==> src/rtl/dataflow_pkg.sv <==
// ============================================================================
//  Module      : dataflow_pkg
//  Description : Shared types for the dataflow index stream block.
//  Revision    : 1.0 - initial release
// ============================================================================
`default_nettype none

package dataflow_pkg;

   typedef enum logic [0:0] {
      IDLE = 1'b0,
      RUN  = 1'b1
   } state_e;

endpackage : dataflow_pkg

`default_nettype wire

==> src/rtl/dataflow_index_next.sv <==
// ============================================================================
//  Module      : dataflow_index_next
//  Description : Combinational next-index adder and last-index detection.
//  Revision    : 1.0 - initial release
// ============================================================================
`default_nettype none

module dataflow_index_next #(
   parameter int WIDTH = 64
) (
   input  logic [WIDTH-1:0] cur_idx,
   input  logic [WIDTH-1:0] step,
   input  logic [WIDTH-1:0] bound,
   output logic [WIDTH-1:0] next_idx,
   output logic             last
);

   logic [WIDTH:0] sum;

   // The extra carry bit ends the sequence instead of letting the index wrap.
   always_comb begin
      sum      = {1'b0, cur_idx} + {1'b0, step};
      next_idx = sum[WIDTH-1:0];
      last     = sum[WIDTH] | (sum[WIDTH-1:0] >= bound);
   end

endmodule : dataflow_index_next

`default_nettype wire

==> src/rtl/dataflow_index_stream.sv <==
// ============================================================================
//  Module      : dataflow_index_stream
//  Description : Expands a (start, step, bound) loop descriptor into a
//                ready/valid stream of indices, one per cycle.
//  Revision    : 1.0 - initial release
// ============================================================================
`default_nettype none

module dataflow_index_stream
   import dataflow_pkg::*;
#(
   parameter int WIDTH = 64
) (
   input  logic             clk,
   input  logic             rst,
   input  logic             cfg_valid,
   output logic             cfg_ready,
   input  logic [WIDTH-1:0] cfg_start,
   input  logic [WIDTH-1:0] cfg_step,
   input  logic [WIDTH-1:0] cfg_bound,
   output logic             idx_valid,
   input  logic             idx_ready,
   output logic [WIDTH-1:0] idx_data,
   output logic             idx_last,
   output logic             busy
);

   state_e           state_q,    state_d;
   logic [WIDTH-1:0] idx_data_q, idx_data_d;
   logic [WIDTH-1:0] step_q,     step_d;
   logic [WIDTH-1:0] bound_q,    bound_d;

   logic [WIDTH-1:0] next_idx;
   logic             next_last;

   dataflow_index_next #(
      .WIDTH (WIDTH)
   ) u_next (
      .cur_idx  (idx_data_q),
      .step     (step_q),
      .bound    (bound_q),
      .next_idx (next_idx),
      .last     (next_last)
   );

   always_comb begin
      state_d    = state_q;
      idx_data_d = idx_data_q;
      step_d     = step_q;
      bound_d    = bound_q;
      unique case (state_q)
         IDLE: begin
            if (cfg_valid) begin
               step_d  = cfg_step;
               bound_d = cfg_bound;
               // Empty ranges and zero steps are consumed without output.
               if ((cfg_step != '0) && (cfg_start < cfg_bound)) begin
                  idx_data_d = cfg_start;
                  state_d    = RUN;
               end
            end
         end
         RUN: begin
            if (idx_ready) begin
               if (next_last) begin
                  state_d = IDLE;
               end else begin
                  idx_data_d = next_idx;
               end
            end
         end
         default: state_d = IDLE;
      endcase
   end

   always_ff @(posedge clk) begin
      if (rst) begin
         state_q    <= IDLE;
         idx_data_q <= '0;
         step_q     <= '0;
         bound_q    <= '0;
      end else begin
         state_q    <= state_d;
         idx_data_q <= idx_data_d;
         step_q     <= step_d;
         bound_q    <= bound_d;
      end
   end

   assign cfg_ready = (state_q == IDLE);
   assign busy      = (state_q == RUN);
   assign idx_valid = (state_q == RUN);
   assign idx_data  = idx_data_q;
   assign idx_last  = (state_q == RUN) & next_last;

endmodule : dataflow_index_stream

`default_nettype wire

==> config.mk <==
export PLATFORM = sky130hd
export DESIGN_NAME = dataflow_index_stream
export DESIGN_NICKNAME = d
export VERILOG_FILES = /design/src/rtl/dataflow_pkg.sv /design/src/rtl/dataflow_index_next.sv /design/src/rtl/dataflow_index_stream.sv
export SDC_FILE = /design/constraint.sdc
export NUM_CORES = 1
export LEC_CHECK = 0
export ABC_CLOCK_PERIOD_IN_PS = 13450
export BUFFER_PORTS_ARGS = -buffer_cell sky130_fd_sc_hd__clkbuf_2
export CORE_ASPECT_RATIO = 0.6
export CORE_MARGIN = 1.5
export CORE_UTILIZATION = 35
export CTS_CLUSTER_SIZE = 12
export DETAILED_ROUTE_END_ITERATION = 10
export PLACE_DENSITY = 0.54
export SLEW_MARGIN = 20
export SYNTH_ARGS = -nofsm -noshare
export SYNTH_HDL_FRONTEND = slang
export SYNTH_HIERARCHICAL = 1
export SYNTH_SLANG_ARGS = --single-unit
export TNS_END_PERCENT = 100
==> constraint.sdc <==
create_clock -name clk -period 13.45 [get_ports clk]
set_input_delay 2.69 -clock clk [delete_from_list [all_inputs] [get_ports clk]]
set_output_delay 2.69 -clock clk [all_outputs]
set_load 0.02 [all_outputs]
==> key figures <==
Layout
  • Share of cells above drive strength 1: 0.1919
  • Number of fillers in the final layout: 4431
  • Nets: 2439
  • Multi-input logic area: 9946 µm²
  • Synthesis-to-finish area growth: 14.29%
  • Sequential cell area: 3867 µm²

Clocking
  • CTS tree: done
  • Worst-path clk slew: 0.07 ns
  • Total CTS buffers: 17
  • Post-CTS sizing: 0
  • Clock Latency Late Sink: 0.47 ns
  • Clock sink count: 193
  • H-tree levels: 4
  • CTS root buf: clkbuf_16
  • Max Root-Sink Buffers: 2
  • Setup Buffers After CTS: 0
  • Post-CTS Hold Buffers: 0

Global route
  • Largest net degree at the start of global routing: 92
  • Total track usage: 0.2368
  • Vias in the first global route: 13.58k
  • Grt total ovfl: 0
  • Initial antenna violation count: 1
  • First-pass GRT wire length: 80.49 mm

Critical path
  • Type of the worst setup path: reg2out
  • CP max stage delay: 0.59 ns
  • CP max FO: 5
  • Reg2reg start: idx_data[0]$_SDFFE_PP0P_
  • CP Data Required Time: 10.76 ns
  • R2r worst-path depth: 25
  • FF-to-FF End: idx_data[56]$_SDFFE_PP0P_
  • CP endpoint kind: primary output
  • Crit path max-delay family: compound AO/OA/AOI/OAI gates
  • Critical-path cell list: ha_1 > inv_1 > fa_1 > nor2b_1 > o211ai_1 > a211o_1 > a31oi_1 > o21ai_1 > a21oi_2 > a31oi_1 > o21ai_1 > a2111oi_0 > a311oi_1 > ha_1 > nand4_1 > nor4_1 > nand3_1 > or4_1 > o2111ai_1 > and2_1 > clkbuf_2
  • CP startpoint: idx_data[0]$_SDFFE_PP0P_
  • CP max stage cell: or4_1
  • CP startpoint kind: register
  • Reg2Reg Setup Slack: 5.80 ns
  • Arrival time worst endpoint: 6.45 ns
  • Worst setup endpoint: idx_last
  • Crit path depth: 21
  • Buf+Inv Stages, Crit Path: 2

Floorplan
  • # rows: 58
  • Num ports: 264
  • Die Width: 269.7 µm
  • Initial Utilization: 0.3560
  • Core Box Area: 41950 µm²
  • Total Die Area: 43960 µm²
  • Die Y: 163 µm

Logic synthesis
  • Syn avg cell area: 8.016 µm²
  • Synth Area in Compound Gates: 0.2462
  • Yosys top cell area share: 0.2587
  • Syn Inst Count: 1863
  • Area contributors post-synth: dfxtp_1, ha_1, nand2_1
  • Synth Area in Adders: 0.1614
  • Post-synth EDFFs: 0
  • Top FF cell, synth: dfxtp_1
  • Post-Synth Simple-Gate Area: 0.1760
  • Largest family of logic cells by synthesized area: compound AO/OA/AOI/OAI gates
  • Synthesized cell area: 14930 µm²
  • Post-synthesis net count: 2251
  • Seq cells post-synth: 193
  • Post-synthesis sequential area ratio: 0.2587
  • Synth area leader: dfxtp_1
  • Synth cell count leaders: nand2_1, a21oi_1, dfxtp_1
  • Post-synthesis async set-or-reset flop share: 0
  • Most frequent cell after synthesis: nand2_1
  • Xor/xnor share of the synthesized area: 0.03343
  • YS warnings: 6
  • Mux cell area share after synthesis: 0.04633
  • Cell variety after synth: 78

Place
  • Setup WS pre-CTS: 4.966 ns
  • Gpl congestion: 0.9280
  • I/O Buffers: 263
  • HPWL after DPL: 41.32 mm

Min path
  • Worst min-delay path category: reg2reg

Routing
  • First drt pass iteration count: 5
  • DRT antenna net count: 0
  • Routed WL: 52.76 mm
  • DR vias: 14.18k
  • Via density: 5.382
  • Residual DRC: 0
  • Number of DRC markers in iteration 0: 1276
  • WL/cell: 20.02 µm

STA
  • Final Hold Viols: 0
  • Tmin final: 9.136 ns
  • Fin Setup TNS: 0 ns
  • Slew Viols, Final: 0
  • RSZ-0062 raised after global routing: no
  • Worst slew pin tran: 1.214 ns
  • Clock Skews: 0.01850 ns
  • Fmax achieved: 109.5 MHz
  • Fin crit share: 0.6792
  • Slew margin rel.: 0.1818
  • Final Setup Violations: 0
  • Worst setup margin: 4.314 ns

Power and ir drop
  • Cell area power density: 121.1 nW/µm²
  • Leak Pwr: 7.884 nW
  • Tot Pwr: 2.067 mW
  • Worst ir drop on vdd: 0.08301 mV

Job
  • Max_cap viols: 0

Outcome
  • Status: finished clean
## report_power, final
part / internal [mW] / switching [mW]
Clock: 0.248 / 0.266
Sequential: 0.632 / 0.0603
Combinational: 0.322 / 0.539
Total: 1.20 / 0.866
## placed cells by master, fill, tap and decap left out, types with 62 or more instances in the layout
| master | instances |
|---|---|
| nand2_1 | 322 |
| ha_1 | 191 |
| a221oi_2 | 62 |
| mux2i_1 | 68 |
| dfxtp_1 | 192 |
| a21oi_1 | 233 |
| inv_1 | 148 |
| a21o_1 | 76 |
| clkbuf_2 | 262 |
| nor2_1 | 114 |
## cell families (layout without fill, tap and decap cells)
logic type	Yosys count	in the layout
AOI/OAI and AO/OA	508	508
other	0	1
muxes	69	69
DFF	193	193
xor gates and xnor gates	57	57
adders and majority gates	192	192
buffers and inverters	253	454
and+or+nand+nor	591	591
## worst min path at each step
stage | from | end | slack [ns] | cells past startpoint
global placement | bound_q[1]$_SDFFE_PP0P_ | bound_q[1]$_SDFFE_PP0P_ | 0.44 | 2
global route | bound_q[50]$_SDFFE_PP0P_ | bound_q[50]$_SDFFE_PP0P_ | 0.48 | 2
finish | bound_q[20]$_SDFFE_PP0P_ | bound_q[20]$_SDFFE_PP0P_ | 0.46 | 2
CTS | bound_q[20]$_SDFFE_PP0P_ | bound_q[20]$_SDFFE_PP0P_ | 0.46 | 2
floorplan | bound_q[10]$_SDFFE_PP0P_ | bound_q[10]$_SDFFE_PP0P_ | 0.44 | 2
detailed placement | bound_q[2]$_SDFFE_PP0P_ | bound_q[2]$_SDFFE_PP0P_ | 0.45 | 2
## final cells by class
cell class                 count  share of cell area
inverter                     149             0.03284
timing repair buffer         273             0.08306
clock buffer                  18             0.02573
clock inverter                14            0.007111
tap                          570             0.04179
multi-input combinational   1417              0.5827
sequential                   193              0.2266
antenna                        1           0.0001466
## state kept, by name, indices dropped and copies added, names as in the netlist
register	count
idx_data	64
step_q	64
busy	1
bound_q	64
## per-layer routing
metal  vias up  part of all wire  wire (µm)  GRT usage
met5         -                 0          0          0
met4         0             0.015        771    0.05005
met3        41             0.065       3430    0.05337
met2       438              0.40      21030     0.3317
met1      6708              0.52      27530     0.3618
li1       6995                 -          -          -
## per-stage QoR
stage	hold slack, ns	cells	instance area (µm²)	utilization
5_1_grt	0.4783	2635	17070	0.4069
3_5_place_dp	0.4488	2601	16480	0.3928
6_report	0.4600	2635	17070	0.4069
2_1_floorplan	0.4363	1863	14930	-
4_1_cts	0.4613	2633	17040	0.4062
3_3_place_gp	0.4437	2601	16480	0.3928
## tightest hold or removal path: stages (launching register included)
cell     delay (ns)
dfxtp_1        0.31
nand2_1        0.05
a21oi_1        0.05
Power figures use the tool's default switching activity.
